`config.mk`:
```
export PLATFORM = sky130hd
export DESIGN_NAME = sine_rom_arbiter
export DESIGN_NICKNAME = d
export VERILOG_FILES = /design/src/rtl/sine_arb_pkg.sv /design/src/rtl/sine_arb_rr_pick.sv /design/src/rtl/sine_rom_arbiter.sv
export SDC_FILE = /design/constraint.sdc
export NUM_CORES = 1
export LEC_CHECK = 0
export ABC_AREA = 1
export BUFFER_PORTS_ARGS = -buffer_cell sky130_fd_sc_hd__buf_2
export CAP_MARGIN = 30
export CORE_ASPECT_RATIO = 0.8
export CORE_MARGIN = 3
export CORE_UTILIZATION = 38
export CTS_BUF_LIST = sky130_fd_sc_hd__clkbuf_4
export DETAILED_ROUTE_END_ITERATION = 12
export PLACE_DENSITY = 0.79
export SLEW_MARGIN = 40
export SYNTH_ARGS = -nofsm -noshare
export SYNTH_HDL_FRONTEND = slang
export SYNTH_HIERARCHICAL = 1
export SYNTH_SLANG_ARGS = --single-unit
```
`constraint.sdc`:
```
create_clock -name clk -period 2.9 [get_ports clk]
set_clock_uncertainty 0.2 [all_clocks]
set_input_delay 0 -clock clk [delete_from_list [all_inputs] [get_ports clk]]
set_output_delay 0 -clock clk [all_outputs]
set_load 0.1 [all_outputs]
```
`src/rtl/sine_arb_pkg.sv`:
```
// Shared constants and the response tag type for the sine ROM arbiter.
// Optional build macro SINE_ARB_FIXED_PRIO_EN is consumed by sine_rom_arbiter.
package sine_arb_pkg;

  localparam int DEF_ADDR_W = 16;
  localparam int DEF_DATA_W = 16;
  localparam int MAX_REQ    = 8;
  localparam int IDX_W      = $clog2(MAX_REQ);

  typedef struct packed {
    logic             valid;
    logic [IDX_W-1:0] idx;
  } tag_t;

endpackage

```
`src/rtl/sine_arb_rr_pick.sv`:
```
// Rotating-priority pick: the first requester above ptr, wrapping.
// Output is the one-hot winner, its index, and whether anyone requested.
module sine_arb_rr_pick
  import sine_arb_pkg::*;
#(
  parameter int N = 2
) (
  input  logic [N-1:0]     req,
  input  logic [IDX_W-1:0] ptr,
  output logic [N-1:0]     winner,
  output logic [IDX_W-1:0] idx,
  output logic             any
);

  int best_d;
  int d;

  // Distance from ptr runs 1..N, so ptr itself has the lowest priority.
  always_comb begin
    winner = '0;
    idx    = '0;
    any    = 1'b0;
    best_d = N + 1;
    d      = 0;
    for (int i = 0; i < N; i++) begin
      d = (i > int'(ptr)) ? (i - int'(ptr)) : (i + N - int'(ptr));
      if (req[i] && (d < best_d)) begin
        best_d = d;
        idx    = IDX_W'(i);
        any    = 1'b1;
      end
    end
    for (int i = 0; i < N; i++) begin
      winner[i] = any && (idx == IDX_W'(i));
    end
  end

endmodule

```
`src/rtl/sine_rom_arbiter.sv`:
```
// Arbitrates NUM_REQ requesters onto one sine ROM port and routes the data back.
// Define SINE_ARB_FIXED_PRIO_EN for lowest-index-wins priority instead of round-robin.
module sine_rom_arbiter
  import sine_arb_pkg::*;
#(
  parameter int NUM_REQ = 2,
  parameter int ROM_LAT = 1,
  parameter int ADDR_W  = DEF_ADDR_W,
  parameter int DATA_W  = DEF_DATA_W
) (
  input  logic                      clk,
  input  logic                      rst,
  input  logic                      en,
  input  logic [NUM_REQ-1:0]        req,
  input  logic [NUM_REQ*ADDR_W-1:0] addr,
  output logic [NUM_REQ-1:0]        gnt,
  output logic                      rom_ena,
  output logic [ADDR_W-1:0]         rom_addr,
  input  logic [DATA_W-1:0]         rom_data,
  output logic [NUM_REQ-1:0]        rsp_valid,
  output logic [DATA_W-1:0]         rsp_data
);

  logic [NUM_REQ-1:0] win_oh;
  logic [IDX_W-1:0]   win_idx;
  logic               win_any;
  logic               grant_ok;
  tag_t               pipe [ROM_LAT];
  tag_t               tail;

`ifdef SINE_ARB_FIXED_PRIO_EN
  // Scan downward so the lowest requesting index is the one left standing.
  always_comb begin
    win_oh  = '0;
    win_idx = '0;
    win_any = 1'b0;
    for (int i = NUM_REQ - 1; i >= 0; i--) begin
      if (req[i]) begin
        win_oh    = '0;
        win_oh[i] = 1'b1;
        win_idx   = IDX_W'(i);
        win_any   = 1'b1;
      end
    end
  end
`else
  logic [IDX_W-1:0] ptr;

  sine_arb_rr_pick #(
    .N(NUM_REQ)
  ) u_pick (
    .req   (req),
    .ptr   (ptr),
    .winner(win_oh),
    .idx   (win_idx),
    .any   (win_any)
  );

  // Reset value makes requester 0 the first winner.
  always_ff @(posedge clk or posedge rst) begin
    if (rst) begin
      ptr <= IDX_W'(NUM_REQ - 1);
    end else if (grant_ok) begin
      ptr <= win_idx;
    end
  end
`endif

  // Grants are suppressed while reset is held so nothing leaks out mid-reset.
  assign grant_ok = en && win_any && !rst;
  assign gnt      = grant_ok ? win_oh : '0;
  assign rom_ena  = grant_ok;

  always_comb begin
    rom_addr = '0;
    for (int i = 0; i < NUM_REQ; i++) begin
      if (gnt[i]) begin
        rom_addr = addr[i*ADDR_W +: ADDR_W];
      end
    end
  end

  // Tag pipeline matches the ROM latency so each response finds its owner.
  always_ff @(posedge clk or posedge rst) begin
    if (rst) begin
      for (int k = 0; k < ROM_LAT; k++) begin
        pipe[k] <= '0;
      end
    end else begin
      pipe[0] <= '{valid: grant_ok, idx: win_idx};
      for (int k = 1; k < ROM_LAT; k++) begin
        pipe[k] <= pipe[k-1];
      end
    end
  end

  assign tail     = pipe[ROM_LAT-1];
  assign rsp_data = rom_data;

  always_comb begin
    rsp_valid = '0;
    for (int i = 0; i < NUM_REQ; i++) begin
      rsp_valid[i] = tail.valid && (tail.idx == IDX_W'(i));
    end
  end

endmodule

```
Word-level counts from Yosys, hierarchy flattened
Cells that the tools add are included.
{"block": "totals", "elab_cells": 30, "inputBits": 53, "out_inout_bits": 37, "regBits": 7}
{"block": "op_classes", "addsub": 3, "n_eq_ne": 2, "n_reduce_logical": 11, "magnitude_cmp": 3, "n_mux": 8}
{"cell": "$mux W32", "count": 2}
{"cell": "$lt A32 B3 Y1 const B", "count": 1}
{"cell": "$lt A32 B32 Y1", "count": 1}
{"cell": "$mux W16", "count": 2}
{"cell": "$logic_and A1 B1 Y1", "count": 8}
{"cell": "$sub A2 B3 Y4 const A", "count": 2}
{"cell": "$logic_not A3 Y1", "count": 2}
{"cell": "$sub A1 B3 Y4 const A", "count": 1}
{"cell": "$eq A3 B1 Y1 const B", "count": 1}
{"cell": "$gt A1 B3 Y1 const A", "count": 1}
{"cell": "$mux W1", "count": 3}
{"cell": "$mux W2", "count": 1}
{"cell": "$eq A1 B1 Y1 const B", "count": 1}
{"cell": "$logic_not A1 Y1", "count": 1}

Depth between registers and ports, before layout
{"block": "depth", "depth_word": 12, "mapped_depth": 20, "mapped_depth_nobuf": 20}

Modules after synthesis
The synthesis kept the hierarchy.
{"module": "sine_rom_arbiter", "area_per_inst_um2": 814.5, "cells_per_inst": 134, "n_inst": 1, "seq_area_each_um2": 176.4}
{"module": "sine_arb_rr_pick", "area_per_inst_um2": 279.0, "cells_per_inst": 44, "n_inst": 1, "seq_area_each_um2": 0.0}

Worst setup path before layout
OpenSTA, ideal clock, no wires.
{"block": "synth_timing", "path_type": "register -> output", "start": "register ptr[1]", "end": "output gnt[0]", "slack_ns": -0.560, "path_buffers": 2, "stages_incl_launch_ff": 15, "t_arrival_ns": 3.260, "path_cell_list": "dfrtp_1 inv_1 ha_1 a21oi_4 nand2_2 or2_1 ha_1 nand2_1 nand2_1 nand2_2 a21oi_2 buf_2 buf_2 inv_1 nor2_1"}
{"block": "synth_via", "elab_chain_len": 10, "word_cells_on_any_way": 18, "cone_classes": "add/sub: 3; order compare: 3; mux: 6; reduce/logical: 6"}
{"element": "from (decl)", "line": "sine_rom_arbiter.sv:47", "rtl": "logic [IDX_W-1:0] ptr;"}
{"element": "from (signal assigned)", "line": "sine_rom_arbiter.sv:62", "rtl": "ptr <= IDX_W'(NUM_REQ - 1);"}
{"element": "from (signal assigned)", "line": "sine_rom_arbiter.sv:64", "rtl": "ptr <= win_idx;"}
{"element": "$sub A2 B3 Y4", "line": "sine_arb_rr_pick.sv:26", "rtl": "d = (i > int'(ptr)) ? (i - int'(ptr)) : (i + N - int'(ptr));"}
{"element": "$lt A32 B3 Y1", "line": "sine_arb_rr_pick.sv:27", "rtl": "if (req[i] && (d < best_d)) begin"}
{"element": "$logic_and A1 B1 Y1", "line": "sine_arb_rr_pick.sv:27"}
{"element": "$mux W32", "line": "sine_arb_rr_pick.sv:27"}
{"element": "$lt A32 B32 Y1", "line": "sine_arb_rr_pick.sv:27"}
{"element": "$logic_and A1 B1 Y1", "line": "sine_arb_rr_pick.sv:27"}
{"element": "$mux W1", "line": "sine_arb_rr_pick.sv:27"}
{"element": "$logic_not A3 Y1", "line": "sine_arb_rr_pick.sv:34", "rtl": "winner[i] = any && (idx == IDX_W'(i));"}
{"element": "$logic_and A1 B1 Y1 (*)", "line": "sine_arb_rr_pick.sv:34"}
{"element": "via win_oh[0]", "line": "sine_rom_arbiter.sv:24", "rtl": "logic [NUM_REQ-1:0] win_oh;"}
{"element": "$mux W2 (*)", "line": "sine_rom_arbiter.sv:71", "rtl": "assign gnt = grant_ok ? win_oh : '0;"}
{"element": "to (decl)", "line": "sine_rom_arbiter.sv:16", "rtl": "output logic [NUM_REQ-1:0] gnt,"}
Mark *: on every way through the listed nets, which the timed path passes. The rest lies on a longest branch.

Final worst setup path
{"block": "layout_timing", "start": "register ptr[0]", "end": "output rom_addr[10]"}
{"block": "layout_via", "elab_chain_len": 12, "word_cells_on_any_way": 22, "cone_classes": "add/sub: 3; order compare: 3; eq/ne: 1; mux: 8; reduce/logical: 7"}
{"element": "$sub A2 B3 Y4", "line": "sine_arb_rr_pick.sv:26"}
{"element": "$lt A32 B3 Y1", "line": "sine_arb_rr_pick.sv:27"}
{"element": "$logic_and A1 B1 Y1", "line": "sine_arb_rr_pick.sv:27"}
{"element": "$mux W32", "line": "sine_arb_rr_pick.sv:27"}
{"element": "$lt A32 B32 Y1", "line": "sine_arb_rr_pick.sv:27"}
{"element": "$logic_and A1 B1 Y1", "line": "sine_arb_rr_pick.sv:27"}
{"element": "$mux W1 (*)", "line": "sine_arb_rr_pick.sv:27"}
{"element": "via win_any", "line": "sine_rom_arbiter.sv:26", "rtl": "logic win_any;"}
{"element": "$logic_and A1 B1 Y1 (2 in series)", "line": "sine_rom_arbiter.sv:70", "rtl": "assign grant_ok = en && win_any && !rst;"}
{"element": "$mux W2 (*)", "line": "sine_rom_arbiter.sv:71"}
{"element": "$mux W16", "line": "sine_rom_arbiter.sv:77", "rtl": "if (gnt[i]) begin"}
{"element": "$mux W16 (*)", "line": "sine_rom_arbiter.sv:77"}
{"element": "to (decl)", "line": "sine_rom_arbiter.sv:18", "rtl": "output logic [ADDR_W-1:0] rom_addr,"}
Marked as above.

==> run_results.csv <==
group,metric,value,unit
grt,antenna_found_initial,0,
sta,slew_viol_final,0,
pwr,p_per_area,1180,nW/um^2
logic_synthesis,syn_area_per_cell,6.14,um^2
grt,grt_overflow,0,
logic_synthesis,synthCells,178,
sta,post-route-period-util,110,%
logic_synthesis,synthDistinctLibCells,21,
clocking,cts_tree,"built",
finish,final_cells,285,
route,vias,1340,
logic_synthesis,ys.flop_type,"dfrtp_1",
route,ant_nets,0,
grt,track_usage,20.2,%
floorplanning,start_util,42.3,%
route,wl_per_cell,13.6,um
pwr,power_switching,1.41,mW
clocking,clk_pin_slew,60,ps
worst_setup_path,worst-endpoint-required,2700,ps
floorplanning,num_io_pins,90,
finish,antennaDiodeCount,0,
pwr,irDropWorstVdd,665,uV
grt,grt_pass1_wl,5490,um
logic_synthesis,yosysSeqAreaShare,16.1,%
sta,fmax,313,MHz
route,drc,0,
placement,pre_cts_slack,29.4,ps
pwr,total_power,2.42,mW
worst_setup_path,path_cells,"ha_4 -> xnor2_4 -> nand2_2 -> nand2_2 -> inv_2 -> nor2_2 -> ha_1 -> nand2_1 -> nand2_1 -> nand2_1 -> nand2_1 -> nand2_2 -> nand2_2 -> nand2_2 -> nand2_4 -> nor2_8 -> buf_12 -> clkbuf_16 -> nand3_1 -> nand2_2 -> buf_12",
sta,layout_min_cycle_time,3200,ps
placement,dp_hpwl,2170,um
logic_synthesis,async_reset_ff_share,100,%
logic_synthesis,post-synth-top-count-cell,"nand2_1",
worst_setup_path,path_max_fanout,8,
finish,nNetsFinal,310,
placement,portBuffers,57,
sta,max-slew-margin-rel,66.2,%
worst_setup_path,cp.arrival,3000,ps
sta,rsz0062_at_grt,"yes",
worst_setup_path,critPathCaptureType,"output pin",
route,first_pass_iters,4,
logic_synthesis,yosys_warnings,6,
floorplanning,die_area,3560,um^2
sta,worst_slew_pin_slew,511,ps
logic_synthesis,synth_edf_count,0,
floorplanning,num_rows,16,
finish,syn_to_final_growth,87.8,%
worst_setup_path,cp-start-kind,"flip-flop",
grt,first_global_vias,1234,
logic_synthesis,synth_top_area_share,15.1,%
worst_setup_path,crit_top_cell,"nand2_2",
outcome,outcome,"finished with violations",
sta,finalHoldViolations,0,
pwr,leakagePower,1.11,nW
sta,final.setup.worst_slack,-296,ps
clocking,cts_made_buffers,3,
pwr,combPwrFrac,88.8,%
sta,setup_tns,-3980,ps
worst_setup_path,timing_worst_setup_path_type,"flip-flop to output pin",
grt,grt_max_degree,28,
logic_synthesis,syn_area,1090,um^2
clocking,clock_path_buffers,2,
sta,setup_viol,19,
clocking,ctsRootBufferMaster,"clkbuf_4",
floorplanning,die_height,54.0,um
hold_path,hp-class,"input port to output pin",
worst_setup_path,cpPeakStageDelay,590,ps
clocking,cts.sinks,7,
logic_synthesis,yosys_register_bits,7,
pwr,sequentialPowerShare,6.9,%
flow_run,max_cap_viol_count,0,
outcome,failed_checks,"negative setup slack",
pwr,intPower,1.01,mW
finish,drive_above_1_share,58.2,%
clocking,clock_latency,260,ps
pwr,clkPwrFrac,4.2,%
floorplanning,design.core.area,2580,um^2
placement,dp_cells,251,
pwr,switching_share,58.3,%
logic_synthesis,yosys-top-cells-area,"nand3_1 15%, dfrtp_1 14%, buf_4 12%",
route,drtIter0Drc,57,
floorplanning,die_w,66.0,um
placement,gp_congestion,0.763,
route,vias_per_cell,4.70,
worst_setup_path,slowest_stage,"dfstp_2",
clocking,cts.htree.levels,1,
sta,whs,71.2,ps
logic_synthesis,synth_commonest_cells,"36 x nand2_1, 33 x nand3_1, 30 x inv_1",
logic_synthesis,synth_area_leader_cell,"nand3_1",
route,wl,3880,um
## power by group through the flow
stage          Sequential [mW]  Combinational, mW  Clock [mW]
6_report                 0.168               2.15       0.102
5_1_grt                  0.172               2.30       0.113
4_1_cts                  0.167               1.99      0.0990
3_5_place_dp             0.162               1.68           0
3_3_place_gp             0.161               1.66           0
2_1_floorplan            0.159               1.33           0
## routing by layer
layer  GRT usage, %  routed length (um)
met3           6.68                 342
met5              0                   0
met4           6.08                 102
met1           21.6                1370
met2           38.3                2060
## cell families after synthesis
group                    after synthesis  synth area share, %
AND/OR/NAND/NOR                       99                 40.8
buffers and inverters                 59                 30.3
adder cells (fa/ha/maj)                7                 8.01
flip-flops                             7                 16.1
AO/OA/AOI/OAI                          3                 2.75
XOR/XNOR                               2                 1.60
other                                  1                0.343
## sequential cells by signal, summed over array words and instances (netlist names)
register / count
pipe: 4
ptr: 3
## final cells by class
type,instances,area [um^2]
flip-flops and latches,7,178
fillers,161,529
clock buffers,4,30.0
well taps,36,45.0
inverters,32,120
multi-input cells,113,773
repair buffers,93,907
## layout by cell type (no fill, tap or decap), types with 2 or more instances in the layout
master,n
ha_1,4
buf_2,54
inv_1,30
nand3_1,22
buf_12,24
nand3_4,2
clkbuf_4,4
nand2_1,17
nand2_4,2
inv_2,2
conb_1,2
nor2_2,3
nand3_2,9
buf_4,11
nor2_1,20
dfrtp_1,5
nand2_2,21
ha_4,2
## worst max-delay path, delay by kind of cell, from the launching register on
family                   cells  cell delay, ps
adder cells (fa/ha/maj)      2             400
flip-flops                   1             590
AND/OR/NAND/NOR             14            1130
buffers and inverters        4             480
XOR/XNOR                     1             120
## repair_timing
item                                    4_1_cts  5_1_grt
resized for setup                            13       16
endpoints found under the hold margin        23        0
endpoints found under the setup margin       19       21
hold buffers                                 17        0
cloned                                        1        1
buffers inserted                             10        1
pin swaps                                     9       13
## worst paths after layout
path	start	endpoint	slack (ps)	cells after the start
max in group asynchronous	rst	ptr[0]	2160	3
worst max register to register	ptr[0]	ptr[2]	150	20
min in group asynchronous	rst	pipe[3]	80	3
worst max-delay path	ptr[0]	rom_addr[10]	-300	21
worst min register to register	ptr[0]	ptr[0]	340	2
worst min-delay path	rom_data[1]	rsp_data[1]	70	1
## per-stage QoR
stage          util [%]  cell area, um^2
2_1_floorplan         -             1150
3_3_place_gp       63.3             1630
3_5_place_dp       63.3             1630
4_1_cts            78.1             2020
5_1_grt            79.5             2050
6_report           79.5             2050
(Power assumes the default switching activity.)
